--- src/rtl/freq_period_meter.sv ---
// freq_period_meter
// Measures the period and high time of an asynchronous square wave in clk
// cycles. The input is synchronised (SYNC_STAGES >= 2 flops plus one delay
// flop for edge detection), then a three-state FSM counts cycles between
// rising edges. Each closed period gives a one-cycle valid pulse; a period
// that would not fit in WIDTH bits raises a sticky overflow flag and re-arms.
module freq_period_meter #(
    parameter int unsigned WIDTH       = 16,
    parameter int unsigned SYNC_STAGES = 2
) (
    input  logic             clk,
    input  logic             reset,
    input  logic             frequency,
    input  logic             enable,
    output logic [WIDTH-1:0] period,
    output logic [WIDTH-1:0] high_time,
    output logic             valid,
    output logic             overflow
);

    typedef enum logic [1:0] {
        IDLE,
        ARM,
        MEASURE
    } state_t;

    localparam logic [WIDTH-1:0] CNT_MAX = '1;
    localparam logic [WIDTH-1:0] CNT_ONE = {{(WIDTH-1){1'b0}}, 1'b1};

    state_t                 state;
    state_t                 state_next;

    logic [SYNC_STAGES-1:0] sync;
    logic                   s;
    logic                   s_d;
    logic                   rise;
    logic                   fall;

    logic [WIDTH-1:0]       cnt;
    logic [WIDTH-1:0]       cnt_next;
    logic [WIDTH-1:0]       ht;
    logic [WIDTH-1:0]       ht_next;
    logic [WIDTH-1:0]       period_next;
    logic [WIDTH-1:0]       high_time_next;
    logic                   valid_next;
    logic                   overflow_next;

    assign s    = sync[SYNC_STAGES-1];
    assign rise = s & ~s_d;
    assign fall = ~s & s_d;

    // Synchroniser chain for the asynchronous input, plus one delay flop for edge detection
    always_ff @(posedge clk or negedge reset) begin
        if (!reset) begin
            sync <= '0;
            s_d  <= 1'b0;
        end else begin
            sync <= {sync[SYNC_STAGES-2:0], frequency};
            s_d  <= s;
        end
    end

    // FSM state register
    always_ff @(posedge clk or negedge reset) begin
        if (!reset) begin
            state <= IDLE;
        end else begin
            state <= state_next;
        end
    end

    // Next-state and datapath update; a rise coinciding with a full counter closes the period
    always_comb begin
        state_next     = state;
        cnt_next       = cnt;
        ht_next        = ht;
        period_next    = period;
        high_time_next = high_time;
        valid_next     = 1'b0;
        overflow_next  = overflow;

        if (!enable) begin
            state_next = IDLE;
            cnt_next   = '0;
        end else begin
            case (state)
                IDLE: begin
                    cnt_next   = '0;
                    state_next = ARM;
                end
                ARM: begin
                    if (rise) begin
                        cnt_next   = CNT_ONE;
                        state_next = MEASURE;
                    end
                end
                MEASURE: begin
                    cnt_next = cnt + CNT_ONE;
                    if (fall) begin
                        ht_next = cnt;
                    end
                    if (rise) begin
                        period_next    = cnt;
                        high_time_next = ht;
                        valid_next     = 1'b1;
                        overflow_next  = 1'b0;
                        cnt_next       = CNT_ONE;
                    end else if (cnt == CNT_MAX) begin
                        overflow_next = 1'b1;
                        cnt_next      = '0;
                        state_next    = ARM;
                    end
                end
                default: begin
                    cnt_next   = '0;
                    state_next = IDLE;
                end
            endcase
        end
    end

    // Counter, high-time shadow and registered outputs
    always_ff @(posedge clk or negedge reset) begin
        if (!reset) begin
            cnt       <= '0;
            ht        <= '0;
            period    <= '0;
            high_time <= '0;
            valid     <= 1'b0;
            overflow  <= 1'b0;
        end else begin
            cnt       <= cnt_next;
            ht        <= ht_next;
            period    <= period_next;
            high_time <= high_time_next;
            valid     <= valid_next;
            overflow  <= overflow_next;
        end
    end

endmodule

--- config.mk ---
export PLATFORM = sky130hd
export DESIGN_NAME = freq_period_meter
export DESIGN_NICKNAME = d
export VERILOG_FILES = /design/src/rtl/freq_period_meter.sv
export SDC_FILE = /design/constraint.sdc
export NUM_CORES = 1
export LEC_CHECK = 0
export ABC_AREA = 1
export CAP_MARGIN = 25
export CORE_UTILIZATION = 40
export DETAILED_ROUTE_END_ITERATION = 6
export DONT_BUFFER_PORTS = 1
export MAX_ROUTING_LAYER = met4
export PLACE_DENSITY = 0.57
export SYNTH_ARGS = -nofsm -noshare
export SYNTH_HDL_FRONTEND = slang
export SYNTH_SLANG_ARGS = --single-unit
--- constraint.sdc ---
create_clock -name clk -period 2.13 [get_ports clk]
set_input_delay 0.426 -clock clk [delete_from_list [all_inputs] [get_ports clk]]
set_output_delay 0.426 -clock clk [all_outputs]
set_load 0.03 [all_outputs]
; ---- Word level (Yosys, flattened, before mapping)
; Cells that the tools add are included.
[classes]
add_sub_neg = 1
eq_ne = 6
muxes = 15
bitwise_logic = 4
n_reduce_logical = 6
[op_table]
columns = op, n
row1 = $mux 16, 4
row2 = $pmux 16 s2, 1
row3 = $add 16x1->16 const B, 1
row4 = $eq 16x16->1 const B, 1
row5 = $reduce_and 3->1, 4
row6 = $ne 3x3->1 const B, 3
row7 = $mux 2, 4
row8 = $pmux 2 s3, 1
row9 = $mux 1, 5
row10 = $and 1x1->1, 2
row11 = $eq 2x1->1 const B, 1
row12 = $eq 2x2->1 const B, 1
row13 = $logic_not 2->1, 1
row14 = $not 1->1, 2
row15 = $reduce_bool 2->1, 1
[word_totals]
register_bits = 71
input_bits = 4
out_inout_bits = 34

; ---- Depth between registers and ports, before layout
[depth]
depth_word = 5
mapped_depth = 10
ltp_nobuf = 10

; ---- Least setup slack after synthesis
; Ideal clock, no wire load.
[synth_timing]
path_type = reg-to-reg
start = reg state[0]
end = reg state[1]
setup_ps = 117
t_arrival_ps = 1292
required_time_ps = 2013
slack_ps = 721
path_stages_with_launch = 9
path_buffers = 1
cell_sequence = dfrtp_1 -> inv_1 -> ha_1 -> nand2_2 -> nor2_4 -> inv_2 -> buf_2 -> nand4_1 -> nand2_1
[synth_via]
elab_chain_cells = 3
elab_cells_between_ends = 9
[synth_lines]
columns = item, line_no
row1 = from (decl), 30  ; state_t state;
row2 = from (signal assigned), 68  ; state <= state_next;
row3 = $eq 2x2->1 (tied with other cells), 86  ; case (state)
row4 = $ne 3x3->1 (no source line) or $pmux 2 s3 (tied branches), --
row5 = $reduce_and 3->1 (no source line) or $mux 2 (tied branches), --
; Parallel ways exist; a longest one is shown, timed or not.
; A chain may end at the register's enable or synchronous reset.

; ---- Final worst setup path
[layout_timing]
start = reg state[1]
end = reg cnt[11]
[layout_via]
elab_chain_cells = 3
elab_cells_between_ends = 5
[layout_lines]
columns = item, line_no
row1 = $eq 2x2->1 or $eq 2x1->1 (tied branches), 86
row2 = $pmux 16 s2, 86
row3 = $mux 16, 82  ; if (!enable) begin
row4 = to (signal assigned), 132  ; cnt <= cnt_next;
row5 = to (decl), 39  ; logic [WIDTH-1:0] cnt;
; Parallel ways exist; a longest one is shown, timed or not.

==> impl_metrics.py <==
metrics = {
    "routing": {
        "dr_wl_met3_um": 240,
        "vias": 2363,
        "final_antenna_net_count": 0,
        "viasPerCell": 4.90,
        "wire_per_inst_um": 13.8,
        "top_layer": "met4",
        "drt_iter0_drc": 127,
        "wl_met2_um": 2920,
        "route.detailed.drc": 0,
        "wirelength_um": 6650,
        "drtPass1Iterations": 4,
        "wl_met1_um": 3370,
    },
    "yosys": {
        "yosysSeqAreaShare_pct": 56.0,
        "synth_common_cells": "129 x nand2_1, 71 x dfrtp_1, 32 x o21ai_0",
        "syn-num-nets": 378,
        "synth-edff-count": 0,
        "synth_top_area_share_pct": 56.0,
        "yosys_most_used_dff": "dfrtp_1",
        "synth.area.top_cells": "dfrtp_1 56%, nand2_1 15%, o21ai_0 5.1%, inv_1 3.6%, nand3_1 3.0%",
        "ys_types": 25,
        "synth_warnings": 0,
        "syn_inst": 369,
        "synth_seq_cells": 71,
        "syn_avg_cell_area_sq_um": 8.59,
        "async_reset_ff_share_pct": 100,
        "synth_area_sq_mm": 0.00317,
        "synth_top_area_cell": "dfrtp_1",
        "yosysMostFrequentCell": "nand2_1",
    },
    "floorplanning": {
        "fp.dieH_um": 91.0,
        "rows": 32,
        "die_w_um": 91.0,
        "io_pins": 38,
        "die-area_sq_mm": 0.00829,
        "core-area_sq_mm": 0.00769,
        "start_util_pct": 41.2,
    },
    "sta": {
        "worst_pin_slew_ns": 0.362,
        "holdWs_ns": 0.115,
        "hold_viol": 0,
        "finalCritPeriodShare_pct": 78.7,
        "timing.setup.tns_ns": 0,
        "relSlewSlack_pct": 75.8,
        "fin_crit_ns": 1.68,
        "rsz0062_at_grt": "no",
        "setup_viol_count_final": 0,
        "fmax_ghz": 0.597,
        "slew_viol_final": 0,
        "fin_worst_skew_ns": 0.0118,
    },
    "critical_path": {
        "rr_worst_depth": 9,
        "end_kind": "flip-flop",
        "reg2reg_setup_slack_ns": 0.45,
        "arrival_ns": 1.94,
        "reg2reg_from": "state[1]$_DFFE_PN0P_",
        "cp_max_fo": 19,
        "critPathRequiredTime_ns": 2.40,
        "crit_type": "flip-flop to flip-flop",
        "r2r-end": "cnt[11]$_DFFE_PN0P_",
        "start_kind": "flip-flop",
    },
    "clock_tree": {
        "clk_pin_slew_worst_paths_ns": 0.08,
        "clockBufferDepth": 2,
        "clkLatencyLatePin_ns": 0.34,
        "cts_root_buffer": "clkbuf_8",
        "post_cts_resized": 0,
        "cts_tree": "built",
        "cts_setup_buffers": 0,
        "htreeDepth": 3,
        "cts_num_sinks": 71,
        "cts_buffers": 9,
    },
    "final_layout": {
        "final_cells": 482,
        "drive_gt1_share_pct": 12.4,
        "finish.net_count": 384,
        "syn2layout_area_growth_pct": 11.1,
        "num_antenna_cells": 0,
    },
    "placed_design": {
        "hpwl_um": 4580,
        "dp_cells": 464,
        "gp_congestion": 0.820,
        "portBuffers": 0,
    },
    "min_path": {
        "hold-path-endpoint": "sync[0]$_DFF_PN0_",
        "hold_depth": 0,
        "hold_class": "primary input to flip-flop",
        "hold_start": "frequency",
    },
    "global_route": {
        "track_usage_pct": 18.2,
        "grt_max_degree": 72,
        "grt_overflow": 0,
        "grt_pass1_wl_um": 11400,
        "antenna_found_initial": 0,
        "grt_pass1_vias": 2240,
    },
    "power_and_ir_drop": {
        "power.density_mw_per_mm2": 737,
        "ir_drop_v": 0.000246,
        "leakage_nw": 1.69,
        "total_power_mw": 2.60,
    },
    "outcome": {
        "status": "completed",
    },
    "job": {
        "cap_violations": 0,
    },
}
-- through the flow --
step	setup WS [ns]	utilization (%)	instance area, sq um
floorplan	0.721	-	3170
global placement	0.556	42.8	3290
detailed placement	0.468	42.8	3290
CTS	0.455	45.8	3520
global route	0.284	45.8	3520
finish	0.454	45.8	3520
-- state kept, by name, summed over array words and instances, names as in the netlist --
name       flops
cnt           16
high_time     16
ht            16
overflow       1
period        16
s_d            1
state          2
sync           2
valid          1
-- where the power goes --
group / internal, mW / switching, mW / total [mW]
clock network: 0.547 / 0.528 / 1.08
logic: 0.0363 / 0.0969 / 0.133
registers: 1.36 / 0.0266 / 1.39
total: 1.95 / 0.652 / 2.60
-- cell usage in the layout, fill, tap and decap left out, drive strengths merged --
cell type,instances
bufinv,1
a21boi,1
o22ai,1
a21oi,4
nand2,137
clkbuf,10
ha,5
dlygate4sd3,1
inv,36
nand4,6
dfrtp,71
nand3,20
nor3b,1
a22o,1
clkinv,1
buf,4
nor2,33
xor2,3
o21ai,40
nor3,1
clkinvlp,3
-- kinds of logic after synthesis --
| group | share of synthesized area (%) |
|---|---|
| simple gates | 27.9 |
| flops | 56.0 |
| compound gates | 7.66 |
| buf+inv | 5.64 |
| fa+ha+maj | 1.97 |
| xor+xnor | 0.829 |
-- how the worst max path moves through the flow --
stage	from	endpoint	slack [ns]	cells after the start
finish	state[1]$_DFFE_PN0P_	cnt[11]$_DFFE_PN0P_	0.45	9
global route	state[1]$_DFFE_PN0P_	cnt[13]$_DFFE_PN0P_	0.28	9
CTS	state[1]$_DFFE_PN0P_	cnt[11]$_DFFE_PN0P_	0.46	9
detailed placement	state[1]$_DFFE_PN0P_	cnt[11]$_DFFE_PN0P_	0.47	9
global placement	state[1]$_DFFE_PN0P_	cnt[8]$_DFFE_PN0P_	0.56	9
floorplan	state[0]$_DFFE_PN0P_	state[1]$_DFFE_PN0P_	0.72	8
-- timing repair --
action,4_1_cts,5_1_grt
setup endpoints to repair,0,0
hold buffers,2,0
endpoints found under the hold margin,71,0
-- critical path, cell delays in order, from the launching register on --
cell	delay [ns]
dfrtp_1	0.39
inv_1	0.08
ha_1	0.18
nand2_1	0.06
inv_1	0.07
nand2_4	0.20
inv_2	0.12
nor2_1	0.18
nand2_1	0.15
o21ai_1	0.16
-- layout make-up --
type                    instances  area, sq um
flip-flops and latches         71         1780
clock buffers                  10          128
multi-input cells             253         1210
inverters                      35          134
repair buffers                  5         72.6
fillers                       758         4160
well taps                     102          128
clock inverters                 6         70.1
-- layer usage --
metal / vias to the layer above / global-route usage [%]
li1: 1176 / -
met1: 1133 / 25.1
met2: 45 / 25.6
met3: 9 / 4.52
met4: 0 / 7.14
met5: - / -
No activity file was read; power rests on OpenSTA's default activity.
